File: config.mk
export PLATFORM = sky130hd
export DESIGN_NAME = parking_gate_fsm_flat
export DESIGN_NICKNAME = d
export VERILOG_FILES = /design/src/rtl/parking_gate_fsm_pkg.sv /design/src/rtl/parking_gate_fsm_if.sv /design/src/rtl/parking_gate_fsm_sensor_synchronizer.sv /design/src/rtl/parking_gate_fsm.sv /design/src/flat_wrapper.sv
export SDC_FILE = /design/constraint.sdc
export NUM_CORES = 1
export LEC_CHECK = 0
export CELL_PAD_IN_SITES_DETAIL_PLACEMENT = 1
export CELL_PAD_IN_SITES_GLOBAL_PLACEMENT = 1
export CORE_ASPECT_RATIO = 0.8
export CORE_UTILIZATION = 47
export CTS_BUF_LIST = sky130_fd_sc_hd__clkbuf_4 sky130_fd_sc_hd__clkbuf_8
export DETAILED_ROUTE_END_ITERATION = 8
export GPL_ROUTABILITY_DRIVEN = 0
export PLACE_DENSITY_LB_ADDON = 0.1
export SYNTH_ARGS = -nofsm -noshare
export SYNTH_HDL_FRONTEND = slang
export SYNTH_SLANG_ARGS = --single-unit
File: constraint.sdc
create_clock -name clk -period 3.46 [get_ports clk]
set_input_delay 0.346 -clock clk [delete_from_list [all_inputs] [get_ports clk]]
set_output_delay 0.346 -clock clk [all_outputs]
set_load 0.005 [all_outputs]
File: src/rtl/parking_gate_fsm_pkg.sv
`default_nettype none
// ============================================================================
//  Module      : parking_pkg
//  Description : Shared types and constants for the parking gate decoder.
//  Revision    : 1.0 - initial release
// ============================================================================
package parking_pkg;

    localparam int DEFAULT_CAPACITY = 16;

    // Gate sequencer states: ENx walks an entering car, EXx an exiting car.
    typedef enum logic [2:0] {
        IDLE = 3'd0,
        EN1  = 3'd1,
        EN2  = 3'd2,
        EN3  = 3'd3,
        EX1  = 3'd4,
        EX2  = 3'd5,
        EX3  = 3'd6
    } gate_state_t;

endpackage : parking_pkg
`default_nettype wire

File: src/rtl/parking_gate_fsm_if.sv
`default_nettype none
// ============================================================================
//  Module      : parking_gate_fsm_if
//  Description : Sensor inputs and event/occupancy outputs of the gate decoder.
//                master = sensor/tracker side, slave = gate decoder.
//  Revision    : 1.0 - initial release
// ============================================================================
interface parking_gate_fsm_if #(
    parameter int CNT_W = 5
);
    logic             a;
    logic             b;
    logic             enter;
    logic             exit;
    logic             full;
    logic             empty;
    logic             error;
    logic [CNT_W-1:0] occupancy;

    modport master (
        output a, b,
        input  enter, exit, full, empty, error, occupancy
    );

    modport slave (
        input  a, b,
        output enter, exit, full, empty, error, occupancy
    );
endinterface : parking_gate_fsm_if
`default_nettype wire

File: src/rtl/parking_gate_fsm_sensor_synchronizer.sv
`default_nettype none
// ============================================================================
//  Module      : sensor_synchronizer
//  Description : Two-flop synchronizer for one asynchronous photo-sensor.
//  Revision    : 1.0 - initial release
// ============================================================================
module sensor_synchronizer (
    input  wire  clk,
    input  wire  reset,
    input  wire  i_d,
    output logic o_q
);
    logic r_meta;
    logic r_sync;

    // Two-stage resynchronisation; both stages clear on reset.
    always_ff @(posedge clk or negedge reset) begin
        if (!reset) begin
            r_meta <= 1'b0;
            r_sync <= 1'b0;
        end else begin
            r_meta <= i_d;
            r_sync <= r_meta;
        end
    end

    assign o_q = r_sync;
endmodule : sensor_synchronizer
`default_nettype wire

File: src/rtl/parking_gate_fsm.sv
`default_nettype none
// ============================================================================
//  Module      : parking_gate_fsm
//  Description : Decodes outer (a) / inner (b) gate sensors into one-cycle
//                enter/exit/error pulses and keeps lot occupancy.
//  Revision    : 1.0 - initial release
// ============================================================================
module parking_gate_fsm
    import parking_pkg::*;
#(
    parameter int CAPACITY = DEFAULT_CAPACITY,
    parameter int CNT_W    = $clog2(CAPACITY + 1)
) (
    input  wire               clk,
    input  wire               reset,
    parking_gate_fsm_if.slave gate
);
    localparam logic [CNT_W-1:0] c_CAPACITY = CNT_W'(CAPACITY);

    gate_state_t      r_state;
    logic             r_enter;
    logic             r_exit;
    logic             r_error;
    logic [CNT_W-1:0] r_occupancy;

    wire  [1:0]       w_pins;
    logic [1:0]       w_ab;
    wire              w_room;
    wire              w_any_car;

    assign w_pins = {gate.a, gate.b};

    // One synchronizer per sensor; w_ab[1] is a, w_ab[0] is b.
    genvar gi;
    generate
        for (gi = 0; gi < 2; gi++) begin : g_sensor
            sensor_synchronizer u_sync (
                .clk   (clk),
                .reset (reset),
                .i_d   (w_pins[gi]),
                .o_q   (w_ab[gi])
            );
        end
    endgenerate

    assign w_room    = (r_occupancy < c_CAPACITY);
    assign w_any_car = (r_occupancy != '0);

    // Sequencer with registered single-cycle event pulses.
    always_ff @(posedge clk or negedge reset) begin
        if (!reset) begin
            r_state <= IDLE;
            r_enter <= 1'b0;
            r_exit  <= 1'b0;
            r_error <= 1'b0;
        end else begin
            r_enter <= 1'b0;
            r_exit  <= 1'b0;
            r_error <= 1'b0;
            case (r_state)
                IDLE: begin
                    case (w_ab)
                        2'b10:   r_state <= EN1;
                        2'b01:   r_state <= EX1;
                        2'b11:   r_error <= 1'b1;
                        default: r_state <= IDLE;
                    endcase
                end
                EN1: begin
                    case (w_ab)
                        2'b11:   r_state <= EN2;
                        2'b00:   r_state <= IDLE;
                        2'b01:   begin r_state <= IDLE; r_error <= 1'b1; end
                        default: r_state <= EN1;
                    endcase
                end
                EN2: begin
                    case (w_ab)
                        2'b01:   r_state <= EN3;
                        2'b10:   r_state <= EN1;
                        2'b00:   begin r_state <= IDLE; r_error <= 1'b1; end
                        default: r_state <= EN2;
                    endcase
                end
                EN3: begin
                    case (w_ab)
                        2'b00: begin
                            r_state <= IDLE;
                            // A full lot turns a completed entry into an overflow.
                            if (w_room) r_enter <= 1'b1;
                            else        r_error <= 1'b1;
                        end
                        2'b11:   r_state <= EN2;
                        2'b10:   begin r_state <= IDLE; r_error <= 1'b1; end
                        default: r_state <= EN3;
                    endcase
                end
                EX1: begin
                    case (w_ab)
                        2'b11:   r_state <= EX2;
                        2'b00:   r_state <= IDLE;
                        2'b10:   begin r_state <= IDLE; r_error <= 1'b1; end
                        default: r_state <= EX1;
                    endcase
                end
                EX2: begin
                    case (w_ab)
                        2'b10:   r_state <= EX3;
                        2'b01:   r_state <= EX1;
                        2'b00:   begin r_state <= IDLE; r_error <= 1'b1; end
                        default: r_state <= EX2;
                    endcase
                end
                EX3: begin
                    case (w_ab)
                        2'b00: begin
                            r_state <= IDLE;
                            // An empty lot turns a completed exit into an underflow.
                            if (w_any_car) r_exit  <= 1'b1;
                            else           r_error <= 1'b1;
                        end
                        2'b11:   r_state <= EX2;
                        2'b01:   begin r_state <= IDLE; r_error <= 1'b1; end
                        default: r_state <= EX3;
                    endcase
                end
                default: r_state <= IDLE;
            endcase
        end
    end

    // Occupancy moves when a pulse cycle ends, so 'full' alongside 'enter'
    // still shows the pre-entry count. Bounds are rechecked to never wrap.
    always_ff @(posedge clk or negedge reset) begin
        if (!reset) begin
            r_occupancy <= '0;
        end else if (r_enter && (r_occupancy != c_CAPACITY)) begin
            r_occupancy <= r_occupancy + 1'b1;
        end else if (r_exit && (r_occupancy != '0)) begin
            r_occupancy <= r_occupancy - 1'b1;
        end
    end

    assign gate.enter     = r_enter;
    assign gate.exit      = r_exit;
    assign gate.error     = r_error;
    assign gate.occupancy = r_occupancy;
    assign gate.full      = (r_occupancy == c_CAPACITY);
    assign gate.empty     = (r_occupancy == '0);
endmodule : parking_gate_fsm
`default_nettype wire

File: src/flat_wrapper.sv
// flat-port wrapper written by rule: the top's interface ports become plain ports
module parking_gate_fsm_flat import parking_pkg::*;
#(
    parameter int CAPACITY = DEFAULT_CAPACITY,
    parameter int CNT_W    = $clog2(CAPACITY + 1)
)
  (clk, reset, gate_a, gate_b, gate_enter, gate_exit, gate_full, gate_empty, gate_error, gate_occupancy);
  parking_gate_fsm_if #(.CNT_W(CNT_W)) gate_i ();
  input  wire clk;
  input  wire reset;
  input wire logic [$bits(gate_i.a)-1:0] gate_a;
  input wire logic [$bits(gate_i.b)-1:0] gate_b;
  output wire logic [$bits(gate_i.enter)-1:0] gate_enter;
  output wire logic [$bits(gate_i.exit)-1:0] gate_exit;
  output wire logic [$bits(gate_i.full)-1:0] gate_full;
  output wire logic [$bits(gate_i.empty)-1:0] gate_empty;
  output wire logic [$bits(gate_i.error)-1:0] gate_error;
  output wire logic [$bits(gate_i.occupancy)-1:0] gate_occupancy;
  assign gate_i.a = gate_a;
  assign gate_i.b = gate_b;
  assign gate_enter = gate_i.enter;
  assign gate_exit = gate_i.exit;
  assign gate_full = gate_i.full;
  assign gate_empty = gate_i.empty;
  assign gate_error = gate_i.error;
  assign gate_occupancy = gate_i.occupancy;
  parking_gate_fsm #(.CAPACITY(CAPACITY), .CNT_W(CNT_W)) u_core (.clk(clk), .reset(reset), .gate(gate_i));
endmodule
==> results.md <==
* # IOs at 14
* Vias in the first global route at 786
* Crit path max fanout at 6
* DR pass1 iterations at 4
* Worst Max-Slew Pin Slew at 0.686 ns
* GRT Util Overall at 0.212
* Flops & latches, synth at 15
* Slew Limit Fails at 0
* Crit path required time at 3.68 ns
* Initial drt markers at 24
* Met1 Usage GRT at 0.310
* Power Density at 824 nW/um^2
* CORE AREA at 2200 sq um
* Gr ovfl total at 0
* Synthesis Warnings at 0
* Syn Std Cell Area at 1110 sq um
* Share of the synthesized area in the top cell type at 0.339
* Reg clk slew, reported paths at 0.10 ns
* Post-CTS setup buffers at 0
* GR Util met2 at 0.317
* FMAX at 0.366 GHz
* RSZ-0062 raised after global routing: no
* Drt drc at 0
* Kind of critical path: flop to flop
* Fin Setup TNS at 0 ns
* CTS Buffer Depth at 2
* Period minus WS final at 2.73 ns
* PostCTS Resize Cnt at 0
* Post-Layout Cell Count at 156
* Antenna violations before repair at 0
* Clk_lat worst skew at 0.29 ns
* Net switching power at 471 uW
* Share of cells above drive strength 1 at 0.122
* Root buffer cell: clkbuf_4
* Biggest area consumer among synthesized cells: dfrtp_1
* Max Clock Skew at 0.0117 ns
* Full die area at 2550 sq um
* CP startpoint kind: flop
* Max-cap viol count at 0
* Pin count of the biggest net entering global routing at 18
* Int Pwr at 563 uW
* H-tree depth at 1
* # rows at 15
* Dpl hpwl at 1.88 mm
* Mapped Cells at 121
* Main synth FF type: dfrtp_1
* M3 GR Usage at 0.0682
* Comb power frac at 0.571
* Sequential share of power at 0.331
* Final Cell Area at 1250 sq um
* Leak Pwr at 0.000550 uW
* Slew headroom at 0.541
* Final critical-path share of the clock period at 0.790
* Area growth from synthesis to layout at 13.5%
* HP Class: flop to flop
* # setup viols final at 0
* Global-route wire length before repair at 3.95 mm
* DR vias at 895
* Final Hold Fails at 0
* Total CTS buffers at 3
* CTS Hold Bufs at 0
* Total power at 1030 uW
* TritonCTS clock tree: yes
* Port bufs at 13
* Sequential element share of the synthesized area at 0.339
* Placed Instances at 152
* Initial Util at 0.504
* Switching part of the total power at 0.455
* CTS sink count at 15
* Fill cell count at 253
* Routed length per instance at 15.7 um
* Die height at 45.4 um
* Post-Route WL at 2.45 mm
* Placed inst area at 1230 sq um
* Syn_area_per_cell at 9.14 sq um
* CP Capture Type: flop
* Final ANT Viol Nets at 0
* Synth top area cells: dfrtp_1, ha_1, inv_1, a21oi_1, o21ai_0
* Via/cell ratio at 5.74
* Fin nets at 148
* Antenna diode instance count at 0
* Share of total power in the clock network at 0.099
* Status: finished clean
* Die W at 56.2 um
* Post-synth EDFFs at 0
* Critical path arrival at 2.95 ns
* Ys async rst share at 1.00
* Mapped Nets at 137
* Peak supply drop at 505 uV
* Distinct cells, synth at 38
* GRT Max-Usage Layer: met2
-- layer usage --
metal  part of all wire  up-vias
li1                   -      444
met1               0.54      434
met2               0.43       17
met3              0.036        0
met4                  0        0
met5                  0        -
-- registers in the layout (all words and copies together) (netlist names) --
register	count
u_core.gate.enter	1
u_core.r_state	3
u_core.gate.occupancy	5
u_core.g_sensor.u_sync.o_q	2
u_core.gate.error	1
u_core.g_sensor.u_sync.r_meta	2
u_core.gate.exit	1
-- path summary, 6_finish.rpt --
| path | start | depth (start not counted) | to | slack [ns] |
|---|---|---|---|---|
| setup / recovery | u_core.gate.occupancy[0] | 9 | u_core.gate.occupancy[4] | 0.73 |
| hold / removal | u_core.g_sensor[1].u_sync.r_meta | 0 | u_core.g_sensor[1].u_sync.o_q | 0.36 |
| setup reg to reg | u_core.gate.occupancy[0] | 9 | u_core.gate.occupancy[4] | 0.73 |
| hold reg to reg | u_core.g_sensor[1].u_sync.r_meta | 0 | u_core.g_sensor[1].u_sync.o_q | 0.36 |
| max in group asynchronous | reset | 1 | u_core.gate.occupancy[1] | 2.55 |
| min in group asynchronous | reset | 1 | u_core.r_state[1] | 0.46 |
-- layout make-up --
cell class                      count  area (sq um)  area share
Multi-Input combinational cell     88           649       0.517
Sequential cell                    15           375       0.299
Clock inverter                      1          5.00     0.00399
Tap cell                           25          31.3      0.0249
Inverter                           11          41.3      0.0329
Timing Repair Buffer               13           130       0.104
Clock buffer                        3          22.5      0.0179
-- worst max-delay path, stage by stage, from the launching register on --
cell and delay, ns:
dfrtp_1 0.47, nor4_1 0.53, and2_1 0.23, nand2b_1 0.20
ha_1 0.30, nor2b_1 0.15, o21a_1 0.20, nor4b_2 0.30
nor3_1 0.10, a211oi_2 0.20
-- per-stage QoR --
step / hold WS (ns) / setup WS (ns) / util
final: 0.365 / 0.727 / 0.572
after global routing: 0.381 / 0.584 / 0.572
after CTS: 0.372 / 0.750 / 0.572
after detailed placement: 0.346 / 0.764 / 0.559
after global placement: 0.342 / 1.01 / 0.559
after floorplan: 0.0504 / 1.08 / -
-- power by group through the flow --
stage          Clock (uW)  Sequential, uW  Combinational (uW)
2_1_floorplan           0             271                 460
3_3_place_gp            0             339                 566
3_5_place_dp            0             346                 587
4_1_cts               108             342                 591
5_1_grt               116             357                 650
6_report              102             342                 590
-- cells in the mapped netlist, types with 2 or more instances --
| library cell | n |
|---|---|
| o22ai_1 | 3 |
| a21oi_1 | 7 |
| nor3b_1 | 2 |
| o21ai_0 | 7 |
| o21a_1 | 2 |
| a21o_2 | 3 |
| nor3_1 | 4 |
| nand2b_1 | 3 |
| nand2_2 | 2 |
| clkbuf_1 | 5 |
| nand3_1 | 2 |
| nor2_1 | 8 |
| ha_1 | 11 |
| xnor2_1 | 2 |
| a221oi_2 | 2 |
| nand2_1 | 9 |
| dfrtp_1 | 15 |
| a211oi_2 | 2 |
| inv_1 | 11 |
| nor4_1 | 2 |
| a31oi_1 | 2 |
-- cells in the final DEF, fill, tap and decap left out, types with 2 or more instances in the layout --
cell	n
a211oi_2	2
nor4_1	2
nor2_1	8
ha_1	11
a31oi_1	2
nand2b_1	3
xnor2_1	2
nor3b_1	2
a21oi_1	7
nor3_1	4
inv_1	11
clkbuf_4	3
nand3_1	2
clkdlybuf4s50_1	13
o21ai_0	7
o21a_1	2
o22ai_1	3
nand2_2	2
a21o_2	3
dfrtp_1	15
a221oi_2	2
nand2_1	9
-- logic make-up (layout without fill, tap and decap cells) --
kind of cell / Yosys count / after routing / synth area share
AOI/OAI and AO/OA: 35 / 35 / 0.231
xor gates and xnor gates: 3 / 3 / 0.0238
adders and majority gates: 12 / 12 / 0.143
buffers and inverters: 18 / 28 / 0.0735
DFF: 15 / 15 / 0.339
muxes: 1 / 1 / 0.00905
and+or+nand+nor: 37 / 37 / 0.181
Power figures use the tool's default switching activity.
